===== src/rtl/control_pkg.sv =====
// Shared types for the instruction decoder / sequencing controller:
// opcodes, ALU op codes, controller states and the bundled control word.
package control_pkg;

  localparam int OPC_W    = 4;
  localparam int ALU_OP_W = 4;

  typedef enum logic [OPC_W-1:0] {
    OP_ADD   = 4'h8,
    OP_HALT  = 4'h9,
    OP_LOAD  = 4'hA,
    OP_STORE = 4'hB,
    OP_CLEAR = 4'hC,
    OP_SKIP  = 4'hD,
    OP_JUMP  = 4'hE
  } opcode_e;

  localparam logic [ALU_OP_W-1:0] ALU_NOP  = 4'h0;
  localparam logic [ALU_OP_W-1:0] ALU_ADD  = 4'h1;
  localparam logic [ALU_OP_W-1:0] ALU_PASS = 4'h2;
  localparam logic [ALU_OP_W-1:0] ALU_CLR  = 4'h3;
  localparam logic [ALU_OP_W-1:0] ALU_CMP  = 4'h4;

  typedef enum logic [1:0] {
    ST_RUN    = 2'd0,
    ST_SKIP   = 2'd1,
    ST_HALTED = 2'd2
  } ctrl_state_e;

  typedef struct packed {
    logic                reg_write_enable;
    logic [ALU_OP_W-1:0] alu_op;
    logic                pc_write_enable;
    logic                jump_enable;
    logic                halt;
  } ctrl_t;

  // Control word for a plain PC increment with no side effects.
  localparam ctrl_t CTRL_NOP  = '{1'b0, ALU_NOP, 1'b1, 1'b0, 1'b0};
  localparam ctrl_t CTRL_HALT = '{1'b0, ALU_NOP, 1'b0, 1'b0, 1'b1};

endpackage


===== src/rtl/instr_decoder.sv =====
// Pure combinational opcode -> control word map; sequencing lives in control_unit.
module instr_decoder
  import control_pkg::*;
(
  input  logic [OPC_W-1:0] opcode,
  output ctrl_t            ctrl
);

  always_comb begin
    ctrl = CTRL_NOP;
    case (opcode)
      OP_ADD:   ctrl = '{1'b1, ALU_ADD,  1'b1, 1'b0, 1'b0};
      OP_HALT:  ctrl = CTRL_HALT;
      OP_LOAD:  ctrl = '{1'b1, ALU_PASS, 1'b1, 1'b0, 1'b0};
      OP_STORE: ctrl = '{1'b0, ALU_PASS, 1'b1, 1'b0, 1'b0};
      OP_CLEAR: ctrl = '{1'b1, ALU_CLR,  1'b1, 1'b0, 1'b0};
      OP_SKIP:  ctrl = '{1'b0, ALU_CMP,  1'b1, 1'b0, 1'b0};
      OP_JUMP:  ctrl = '{1'b0, ALU_NOP,  1'b1, 1'b1, 1'b0};
      // undefined and X opcodes fall through as NOP
      default:  ctrl = CTRL_NOP;
    endcase
  end

endmodule


===== src/rtl/control_unit.sv =====
// Registered decoder + RUN/SKIP/HALTED sequencer; outputs follow the
// instruction sampled on the previous rising edge.
module control_unit
  import control_pkg::*;
#(
  parameter int INSTR_W       = 16,
  parameter int ALU_OP_W_PORT = 4
) (
  input  logic                     clk,
  input  logic                     reset,
  input  logic [INSTR_W-1:0]       instruction,
  output logic                     reg_write_enable,
  output logic [ALU_OP_W_PORT-1:0] alu_op,
  output logic                     pc_write_enable,
  output logic                     jump_enable,
  output logic                     halt
);

  ctrl_state_e      state_q, state_d;
  ctrl_t            ctrl_q, ctrl_d, dec_ctrl;
  logic [OPC_W-1:0] opcode;
  logic             unused_operand;

  assign opcode         = instruction[INSTR_W-1 -: OPC_W];
  assign unused_operand = ^instruction[INSTR_W-OPC_W-1:0];

  instr_decoder u_dec (
    .opcode (opcode),
    .ctrl   (dec_ctrl)
  );

  always_comb begin
    state_d = state_q;
    ctrl_d  = dec_ctrl;
    case (state_q)
      ST_RUN: begin
        if (opcode == OP_HALT)      state_d = ST_HALTED;
        else if (opcode == OP_SKIP) state_d = ST_SKIP;
      end
      ST_SKIP: begin
        // squashed slot: advance the PC only, whatever the opcode was
        ctrl_d  = CTRL_NOP;
        state_d = ST_RUN;
      end
      ST_HALTED: ctrl_d = CTRL_HALT;
      default: begin
        ctrl_d  = CTRL_NOP;
        state_d = ST_RUN;
      end
    endcase
  end

  always_ff @(posedge clk) begin
    if (reset) begin
      state_q <= ST_RUN;
      ctrl_q  <= '0;
    end else begin
      state_q <= state_d;
      ctrl_q  <= ctrl_d;
    end
  end

  assign reg_write_enable = ctrl_q.reg_write_enable;
  assign alu_op           = ALU_OP_W_PORT'(ctrl_q.alu_op);
  assign pc_write_enable  = ctrl_q.pc_write_enable;
  assign jump_enable      = ctrl_q.jump_enable;
  assign halt             = ctrl_q.halt;

endmodule


===== config.mk =====
export PLATFORM = sky130hd
export DESIGN_NAME = control_unit
export DESIGN_NICKNAME = d
export VERILOG_FILES = /design/src/rtl/control_pkg.sv /design/src/rtl/instr_decoder.sv /design/src/rtl/control_unit.sv
export SDC_FILE = /design/constraint.sdc
export NUM_CORES = 1
export LEC_CHECK = 0
export ABC_AREA = 1
export BUFFER_PORTS_ARGS = -buffer_cell sky130_fd_sc_hd__buf_4
export CAP_MARGIN = 20
export CORE_AREA = 2 2 39 41
export DETAILED_ROUTE_END_ITERATION = 16
export DIE_AREA = 0 0 41 43
export PLACE_DENSITY = 0.63
export SLEW_MARGIN = 20
export SYNTH_ARGS = -nofsm -noshare
export SYNTH_HDL_FRONTEND = slang
export SYNTH_SLANG_ARGS = --single-unit
export TNS_END_PERCENT = 20

===== constraint.sdc =====
create_clock -name clk -period 2 [get_ports clk]
set_input_delay 0.6 -clock clk [delete_from_list [all_inputs] [get_ports clk]]
set_output_delay 0.6 -clock clk [all_outputs]
set_load 0.01 [all_outputs]

; ---- After elaboration in Yosys (flattened, before gate mapping)
; Index checks and enable logic that the tools add are counted.
[word_totals]
output_inout_bits = 8
wordCells = 23
register_bits = 10
inputBits = 18
[op_classes]
n_eq_ne = 9
bitwise_logic = 1
reduce_logical = 2
muxes = 5
[op_table]
columns = cell, n
row1 = case mux 8 bit (7 select lines), 1
row2 = == test 4 bit (second input constant), 7
row3 = case mux 8 bit (2 select lines), 1
row4 = two-way mux 2 bit, 2
row5 = case mux 2 bit (2 select lines), 1
row6 = inequality test 3 bit (second input constant), 1
row7 = == test 2 bit (second input constant), 1
row8 = logical NOT 2 bit, 1
row9 = AND reduction 2 bit, 1
row10 = NOT 1 bit, 1

; ---- Logic depth before layout (Yosys ltp)
[depth]
depth_word = 4
ltp_mapped = 5
ltp_nobuf = 5

; ---- Modules after synthesis
; From an unflattened synthesis, not the netlist that was laid out.
[unflattened]
hier_cells = 58
area_unflattened_um2 = 414.1
[by_module_without_submodules]
columns = module, area_each_um2, cells_each, n_inst, seq_area_each_um2
row1 = control_unit, 316.6, 38, 1, 200.2
row2 = instr_decoder, 97.6, 20, 1, 0.0

; ---- Least setup slack after synthesis
; Ideal clock, no wire load.
[synth_timing]
kind = input to register
startpoint = input port instruction[15]
endpoint = register ctrl_q (netlist bit pc_write_enable)
path_buffers = 0
path_slack_ns = 0.988
stages = 5
setup_time_ns = 0.109
t_required_ns = 1.891
t_arrival_ns = 0.902
path_cell_list = inv_1 > nor2_2 > nand3_2 > nand2_1 > nor2_1
[synth_between]
elab_chain_cells = 3
[synth_rtl]
columns = item, line_no
row1 = "start, declared", control_unit.sv:11  ; input logic [INSTR_W-1:0] instruction,
row2 = == test 4 bit, instr_decoder.sv:11  ; case (opcode)
row3 = case mux 8 bit (7 select lines) (*), instr_decoder.sv:11
row4 = case mux 8 bit (2 select lines) (*), control_unit.sv:35  ; case (state_q)
row5 = "end signal, assigned", control_unit.sv:59  ; ctrl_q <= ctrl_d;
row6 = "end, declared", control_unit.sv:20  ; ctrl_t ctrl_q, ctrl_d, dec_ctrl;
; Every way passes the cells marked *; elsewhere a longest branch is shown, timed or not.
; A chain may end at the register's enable or synchronous reset.

; ---- Worst setup path in the final report
[layout_timing]
startpoint = register ctrl_q (netlist bit alu_op[0])
endpoint = output port alu_op[0]
[layout_rtl]
columns = item, line_no
row1 = "end, declared", control_unit.sv:13  ; output logic [ALU_OP_W_PORT-1:0] alu_op,
; No word-level cell between the ends.

==> results.cfg <==
[timing]
setup_viol = 0
setup_tns_ps = 0
rsz0062_at_grt = false
maxClockFrequency_ghz = 0.7839
slew_violations = 0
layout_min_cycle_time_ps = 1276
fin_crit_sh_pct = 63.78
finalHoldViolCount = 0
skew_ps = 1.306

[pwr]
p_leak_nw = 0.2333
power_density_nw_per_um2 = 789.5
p_int_mw = 0.2802
p_switching_mw = 0.07738
sequentialPowerShare_pct = 52.4
combPwrFrac_pct = 10.7
finalPower_mw = 0.3576
clockPowerShare_pct = 36.9
p_sw_share_pct = 21.64
peakVddDrop_v = 0.0003291

[drt]
wirelength_um = 521
first_pass_iters = 2
num_vias = 277
drc_errors = 0
drt_iter0_markers = 1
vias_per_cell = 3.795
drt-wirelength-per-cell_um = 7.137
ant_nets = 0

[placement]
place.gp.congestion = 0.6489
dpl_cell_area_sq_um = 426.7
placedCellCount = 69
port_buffers = 12
dp_hpwl_um = 424.8

[clocking]
cts_tree = built
clock_path_buffers = 2
cts.clk_slew.worst_paths_ps = 60
ctsResizeCount = 0
hold_buffers = 0
cts_buffers = 3
ctsHtreeMaxLevel = 1
cts_setup_buffers = 0
clock_latency_ps = 250
cts_num_sinks = 9
root_buffer = clkbuf_4

[critical_path]
path_cells = buf_4
cp_num_cells = 1
critical_path.slowest_cell = dfxtp_1
reg2reg_slack_ps = 1140
cp_max_fo = 1
rr_endpoint = alu_op[0]
slowest_delay_ps = 300
required_ps = 1400
critPathBufInv = 1
end_kind = output pin
critPathKind = reg -> out
worstRegToRegCells = 5
startpoint_type = register
cp_top_family = flip-flops
arrival_ps = 680
r2r_start = state_q[0]

[finish]
stdcell_count = 73
final_cell_mix = buf_4 (12), nor2_1 (9), dfxtp_1 (9)
final_common_cell = buf_4
fin_area_sq_um = 452.9
final_util_pct = 32.73
drive_above_1_share_pct = 31.58
final_nets = 76
num_antenna_cells = 0
area_growth_pct = 39.77

[synth]
synth_top_area_share_pct = 55.60
seq_area_frac_synth_pct = 55.60
yosysTopAreaCell = dfxtp_1
synth_seq_cells = 9
synthTopCellsByArea = dfxtp_1 (56%), nor2_1 (10%), nand2_1 (9.3%), inv_1 (8.1%), a21oi_1 (4.6%)
syn-instance-count = 42
syn_area_sq_um = 324.1
syn_avg_cell_area_sq_um = 7.716
ys_types = 10
ys_warn_count = 0
syn-num-nets = 60

[global_route]
overflow = 0
grt_max_degree = 6
antenna_found_initial = 0
grt_pass1_vias = 230
track_usage_pct = 7.243
grt_pass1_wl_um = 800

[floorplanning]
start_util_pct = 23.42
pin_count = 26
fp.dieW_um = 41
die_h_um = 43
row_count = 14
coreArea_sq_um = 1384
dieArea_sq_um = 1763

[hold_path]
hp-class = reg -> reg
hp-start = state_q[1]
worstHoldPathCells = 2
whs_endpoint = halt

[flow_run]
cap_viol_max_count = 0

[run_status]
status = complete, no violations
worst max path at each step:
| stage | slack (ps) | start | to |
|---|---|---|---|
| final | 720 | alu_op[0] | alu_op[0] |
| after floorplan | 990 | instruction[15] | pc_write_enable |
| after CTS | 720 | alu_op[0] | alu_op[0] |
| after global routing | 710 | reg_write_enable | reg_write_enable |
| after detailed placement | 810 | instruction[14] | state_q[1] |
| after global placement | 830 | instruction[14] | pc_write_enable |
per-stage QoR:
stage	setup slack (ps)	hold slack [ps]
global route	705.5	528.6
detailed placement	810.2	515.6
floorplan	988.1	493.5
CTS	717.9	527.2
finish	724.3	529.5
global placement	829.2	516.2
synthesized netlist by cell type (all sizes together):
cell type / instances
dfxtp: 9
inv: 7
a21oi: 3
nand3: 2
nand2: 8
nor2: 11
buf: 1
conb: 1
routing by layer:
layer	GRT usage (%)	vias up	routed length, um
met5	0	-	0
met4	10.00	0	27
met3	1.571	2	38
met2	10.63	9	248
met1	6.472	116	206
li1	-	150	-
state kept, by name, summed over array words and instances (netlist names):
name              cells
pc_write_enable       1
alu_op                3
state_q               2
halt                  1
reg_write_enable      1
jump_enable           1
cells by family after synthesis:
family | after synthesis | share of synthesized area [%]
buffers and inverters | 8 | 10.43
DFF | 9 | 55.60
and+or+nand+nor | 21 | 28.18
AOI/OAI and AO/OA | 3 | 4.632
other | 1 | 1.157
area by class of cell:
type | instances | area (sq um)
Multi-Input combinational cell | 25 | 110.1
Timing Repair Buffer | 12 | 90.09
Fill cell | 151 | 930.9
Sequential cell | 9 | 180.2
Clock buffer | 4 | 26.28
Tap cell | 16 | 20.02
Inverter | 7 | 26.28
power groups by stage:
stage	sequential, mW	clock [mW]	combinational, mW
4_1_cts	0.187	0.134	0.0387
3_5_place_dp	0.191	0	0.0384
2_1_floorplan	0.194	0	0.0169
5_1_grt	0.188	0.142	0.0425
6_report	0.187	0.132	0.0383
3_3_place_gp	0.191	0	0.0381
tightest hold or removal path, delay by kind of cell (launching register included):
family             cells  cell delay, ps
and+or+nand+nor        1             100
AOI/OAI and AO/OA      1              70
DFF                    1             320
Note: power is estimated with default switching activity, not from simulation.
